`src/rtl/booth_seq_ctrl_if.sv`:
```
// booth_seq_ctrl_if: issuer/consumer handshake plus decoder link for the Booth controller
interface booth_seq_ctrl_if #(parameter int N = 64);
  logic          start;
  logic [31:0]   a;
  logic [31:0]   b;
  logic          busy;
  logic          done;
  logic [N-1:0]  p;
  logic [2:0]    dec_cntrl;
  logic [31:0]   dec_a;
  logic [N-1:0]  dec_y;
  modport master (output start, a, b, dec_y, input busy, done, p, dec_cntrl, dec_a);
  modport slave  (input start, a, b, dec_y, output busy, done, p, dec_cntrl, dec_a);
endinterface

```
`src/rtl/booth_seq_ctrl.sv`:
```
// booth_seq_ctrl: sequential radix-4 Booth multiplier controller, signed 32x32 over 16 digits
module booth_seq_ctrl #(
  parameter int N = 64
) (
  input logic           clk,
  input logic           rst_n,
  booth_seq_ctrl_if.slave bus
);
  typedef enum logic [1:0] {IDLE, RUN, DONE} state_t;
  state_t        state_q;
  logic [N-1:0]  acc_q, p_q, acc_d;
  logic [32:0]   m_q;
  logic [3:0]    k_q;
  logic [31:0]   a_q;
  logic          busy_q, done_q, accept;
  assign accept        = bus.start && state_q != RUN;
  assign acc_d         = acc_q + (bus.dec_y << {k_q, 1'b0});
  assign bus.busy      = busy_q;
  assign bus.done      = done_q;
  assign bus.p         = p_q;
  assign bus.dec_a     = a_q;
  assign bus.dec_cntrl = state_q == RUN ? m_q[2:0] : 3'b000;
  // FSM: accept operands, walk 16 Booth digits accumulating weighted partial products, publish p
  always_ff @(posedge clk or negedge rst_n) begin
    if (!rst_n) begin
      state_q <= IDLE;
      acc_q   <= '0;
      p_q     <= '0;
      m_q     <= '0;
      k_q     <= '0;
      a_q     <= '0;
      busy_q  <= 1'b0;
      done_q  <= 1'b0;
    end else begin
      done_q <= 1'b0;
      if (accept) begin
        state_q <= RUN;
        busy_q  <= 1'b1;
        a_q     <= bus.a;
        m_q     <= {bus.b, 1'b0};
        acc_q   <= '0;
        k_q     <= '0;
      end else if (state_q == RUN) begin
        acc_q <= acc_d;
        m_q   <= {{2{m_q[32]}}, m_q[32:2]};
        k_q   <= k_q + 4'd1;
        if (k_q == 4'd15) begin
          state_q <= DONE;
          busy_q  <= 1'b0;
          done_q  <= 1'b1;
          p_q     <= acc_d;
        end
      end else if (state_q == DONE) begin
        state_q <= IDLE;
      end
    end
  end
endmodule

```
`src/flat_wrapper.sv`:
```
// flat-port wrapper written by rule: the top's interface ports become plain ports
module booth_seq_ctrl_flat 
#(
  parameter int N = 64
)
  (clk, rst_n, bus_start, bus_a, bus_b, bus_dec_y, bus_busy, bus_done, bus_p, bus_dec_cntrl, bus_dec_a);
  booth_seq_ctrl_if #(.N(N)) bus_i ();
  input logic clk;
  input logic rst_n;
  input wire logic [$bits(bus_i.start)-1:0] bus_start;
  input wire logic [$bits(bus_i.a)-1:0] bus_a;
  input wire logic [$bits(bus_i.b)-1:0] bus_b;
  input wire logic [$bits(bus_i.dec_y)-1:0] bus_dec_y;
  output wire logic [$bits(bus_i.busy)-1:0] bus_busy;
  output wire logic [$bits(bus_i.done)-1:0] bus_done;
  output wire logic [$bits(bus_i.p)-1:0] bus_p;
  output wire logic [$bits(bus_i.dec_cntrl)-1:0] bus_dec_cntrl;
  output wire logic [$bits(bus_i.dec_a)-1:0] bus_dec_a;
  assign bus_i.start = bus_start;
  assign bus_i.a = bus_a;
  assign bus_i.b = bus_b;
  assign bus_i.dec_y = bus_dec_y;
  assign bus_busy = bus_i.busy;
  assign bus_done = bus_i.done;
  assign bus_p = bus_i.p;
  assign bus_dec_cntrl = bus_i.dec_cntrl;
  assign bus_dec_a = bus_i.dec_a;
  booth_seq_ctrl #(.N(N)) u_core (.clk(clk), .rst_n(rst_n), .bus(bus_i));
endmodule
```
`config.mk`:
```
export PLATFORM = sky130hd
export DESIGN_NAME = booth_seq_ctrl_flat
export DESIGN_NICKNAME = d
export VERILOG_FILES = /design/src/rtl/booth_seq_ctrl_if.sv /design/src/rtl/booth_seq_ctrl.sv /design/src/flat_wrapper.sv
export SDC_FILE = /design/constraint.sdc
export NUM_CORES = 1
export LEC_CHECK = 0
export CAP_MARGIN = 20
export CELL_PAD_IN_SITES_DETAIL_PLACEMENT = 1
export CELL_PAD_IN_SITES_GLOBAL_PLACEMENT = 2
export CORE_ASPECT_RATIO = 1.25
export CORE_MARGIN = 4
export CORE_UTILIZATION = 36
export CTS_CLUSTER_SIZE = 20
export DETAILED_ROUTE_END_ITERATION = 16
export HOLD_SLACK_MARGIN = 0.06
export PLACE_DENSITY = 0.88
export SYNTH_ARGS = -nofsm -noshare
export SYNTH_HDL_FRONTEND = slang
export SYNTH_SLANG_ARGS = --single-unit
export TNS_END_PERCENT = 5
```
`constraint.sdc`:
```
create_clock -name clk -period 9.9 [get_ports clk]
set_input_delay 0.99 -clock clk [delete_from_list [all_inputs] [get_ports clk]]
set_output_delay 0.99 -clock clk [all_outputs]
set_load 0.01 [all_outputs]
```
==> results.py <==
metrics = {
    "grt": {
        "antenna_found_initial": 0,
        "grt-ovfl-total": 0,
        "grt_usage_pct": 23.1,
        "grt_max_degree": 91,
        "grt_pass1_wl_mm": 78.7,
        "grt_pass1_vias": 13600,
    },
    "sta": {
        "rsz0062_at_grt": "false",
        "max_slew_margin_pct": 32.7,
        "fmax_mhz": 192,
        "finalSetupTns_ns": 0,
        "setup_viol": 0,
        "worst_pin_slew_ns": 1.01,
        "min_period_ns": 5.20,
        "hold_viol": 0,
        "fin_crit_sh_pct": 52.6,
        "finalClockSkew_ns": 0.0120,
        "slew_violations": 0,
    },
    "detailed_routing": {
        "antenna_left": 0,
        "wire_per_inst_um": 22.5,
        "drtIter0Drc": 551,
        "avgViaCountPerCell": 5.68,
        "drc_errors": 0,
        "num_vias": 12800,
        "wirelength_mm": 50.7,
        "firstDrtPassIters": 5,
    },
    "finish": {
        "mostFrequentLayoutCell": "nand2_1",
        "nets": 1938,
        "area_growth_pct": 24.6,
        "final_cell_mix": "230 x nand2_1, 229 x clkdlybuf4s50_1, 198 x dfrtp_1, 140 x o21ai_0, 124 x a21oi_1",
        "antenna_cells": 0,
        "finalCoreUtilization_pct": 45.3,
        "drive_above_1_share_pct": 9.61,
    },
    "worst_setup_path": {
        "cp-end-kind": "flip-flop",
        "crit_chain": "buf_16 -> mux2_2 -> o21ai_0 -> nor2_1 -> a21oi_1 -> nor2_1 -> ha_1 -> nand4_1 -> nor3_2 -> o2111ai_1 -> a2111oi_2 -> o21ai_2 -> o31ai_4 -> xor2_1 -> mux2_2",
        "setup.worst_path.class": "flip-flop to flip-flop",
        "critPathMaxFanout": 69,
        "slowest_delay_ns": 0.72,
        "crit_required_ns": 10.34,
        "crit_path_start_kind": "flip-flop",
        "cp_num_buf_inv": 1,
        "cp_top_family": "compound AO/OA/AOI/OAI gates",
        "cp.arrival_ns": 5.64,
        "slowest_stage": "a2111oi_2",
    },
    "die": {
        "rows": 81,
        "dieWidth_um": 186,
        "die-area_sq_um": 42700,
        "ioPinCount": 232,
        "chipHeight_um": 230,
        "initial_utilization_pct": 36.4,
        "core_sq_um": 39000,
    },
    "clock_network": {
        "cts_buffers": 25,
        "cts_setup_buffers": 0,
        "cts_tree": "yes",
        "hold_buffers": 0,
        "cts_resized": 0,
        "htree_levels": 1,
        "clock_latency_ns": 0.55,
        "clockBufferDepth": 3,
        "clk_pin_slew_ns": 0.06,
        "cts_sinks": 201,
        "clock-root-buffer": "clkbuf_16",
    },
    "hold_path": {
        "hp-class": "primary input to asynchronous set/reset pin",
    },
    "logic_synthesis": {
        "synth_seq_cells": 201,
        "synth_area_sq_um": 14200,
        "syn_avg_cell_area_sq_um": 9.00,
        "synth_nets": 1775,
        "yosysWarnings": 0,
        "synthArstFlopShare_pct": 100,
        "synthFlopType": "dfrtp_1",
        "synth_cell_types": 68,
        "synth_cells": 1578,
        "synth-edff-count": 0,
        "ys_seq_area_share_pct": 35.4,
    },
    "place": {
        "post-dp-hpwl_mm": 39.0,
        "portBuffers": 231,
        "place_congestion": 0.903,
    },
    "run": {
        "drv_cap": 0,
    },
    "outcome": {
        "status": "finished clean",
    },
}
## cell usage after synthesis (all sizes together), types with 3 or more instances
cell / n / area (sq um)
dfrtp: 201 / 5030
and2: 14 / 87.6
a211oi: 24 / 195
nand2: 230 / 863
mux2i: 107 / 1070
a221o: 4 / 40.0
and3: 4 / 25.0
nor3: 16 / 85.1
nand4: 28 / 175
a31oi: 8 / 65.1
a221oi: 4 / 35.0
buf: 25 / 104
o32ai: 3 / 26.3
inv: 23 / 86.3
nand3: 18 / 90.1
a31o: 3 / 26.3
or2: 4 / 25.0
ha: 65 / 813
nand2b: 6 / 37.5
mux2: 63 / 709
a22o: 32 / 280
o21bai: 19 / 143
o31ai: 11 / 96.3
a21oi: 124 / 621
or4: 3 / 22.5
nand3b: 4 / 30.0
o211ai: 11 / 82.6
o21ai: 144 / 728
xnor2: 34 / 298
a211o: 6 / 52.6
or3b: 3 / 28.8
a21boi: 4 / 30.0
o21a: 8 / 60.1
a21o: 39 / 293
xor2: 17 / 149
clkbuf: 82 / 308
nor2: 106 / 398
nor4: 5 / 31.3
mux4: 26 / 586
o22ai: 12 / 75.1
nor2b: 17 / 106
## path summary, 6_finish.rpt
check,start,end,slack [ns],cells past startpoint
min reg2reg,u_core.bus.p[1],u_core.bus.p[1],0.48,2
max,u_core.k_q[0],u_core.bus.p[55],4.70,15
max in group asynchronous,rst_n,u_core.acc_q[19],8.08,2
min,rst_n,u_core.m_q[14],0.48,1
min in group clk,u_core.bus.p[1],u_core.bus.p[1],0.48,2
max reg2reg,u_core.k_q[0],u_core.bus.p[55],4.70,15
## metrics by stage
step | worst slack, ns | cell area (sq um) | instances | hold WS, ns
CTS | 4.35 | 17700 | 2255 | 0.485
detailed placement | 4.27 | 16800 | 2211 | 0.469
global placement | 4.36 | 16800 | 2211 | 0.456
finish | 4.70 | 17700 | 2256 | 0.475
floorplan | 5.48 | 14200 | 1578 | 0.442
global route | 4.40 | 17700 | 2256 | 0.506
## logic make-up after synthesis
family | Yosys count | synth area share, %
AO/OA/AOI/OAI | 470 | 21.1
XOR/XNOR | 51 | 3.14
adder cells (fa/ha/maj) | 66 | 5.87
buffers and inverters | 132 | 3.56
flip-flops | 201 | 35.4
multiplexers | 196 | 16.7
AND/OR/NAND/NOR | 462 | 14.3
## cell type report
type / instances / area, sq um
Fill cell: 4450 / 21300
Multi-Input combinational cell: 1245 / 8700
Sequential cell: 201 / 5040
Timing Repair Buffer: 243 / 2420
Clock buffer: 34 / 679
Tap cell: 498 / 623
Clock inverter: 10 / 143
Inverter: 25 / 93.8
## registers in the layout (all words and copies together), names as in the netlist
signal / count
u_core.acc_q: 64
u_core.bus.busy: 1
u_core.bus.dec_a: 32
u_core.bus.done: 1
u_core.bus.p: 64
u_core.k_q: 4
u_core.m_q: 33
u_core.state_q: 2
## per-layer routing
metal	vias up	track usage, %	routed length (um)	part of all wire [%]
met5	-	0	0	0
met4	0	6.51	1590	3.1
met3	71	4.59	2660	5.3
met2	308	43.2	26800	53
met1	6367	26.3	19600	39
li1	6073	-	-	-
Power is not shown: default switching activity piles up to over one toggle a cycle in this logic, so the estimate is an artifact.
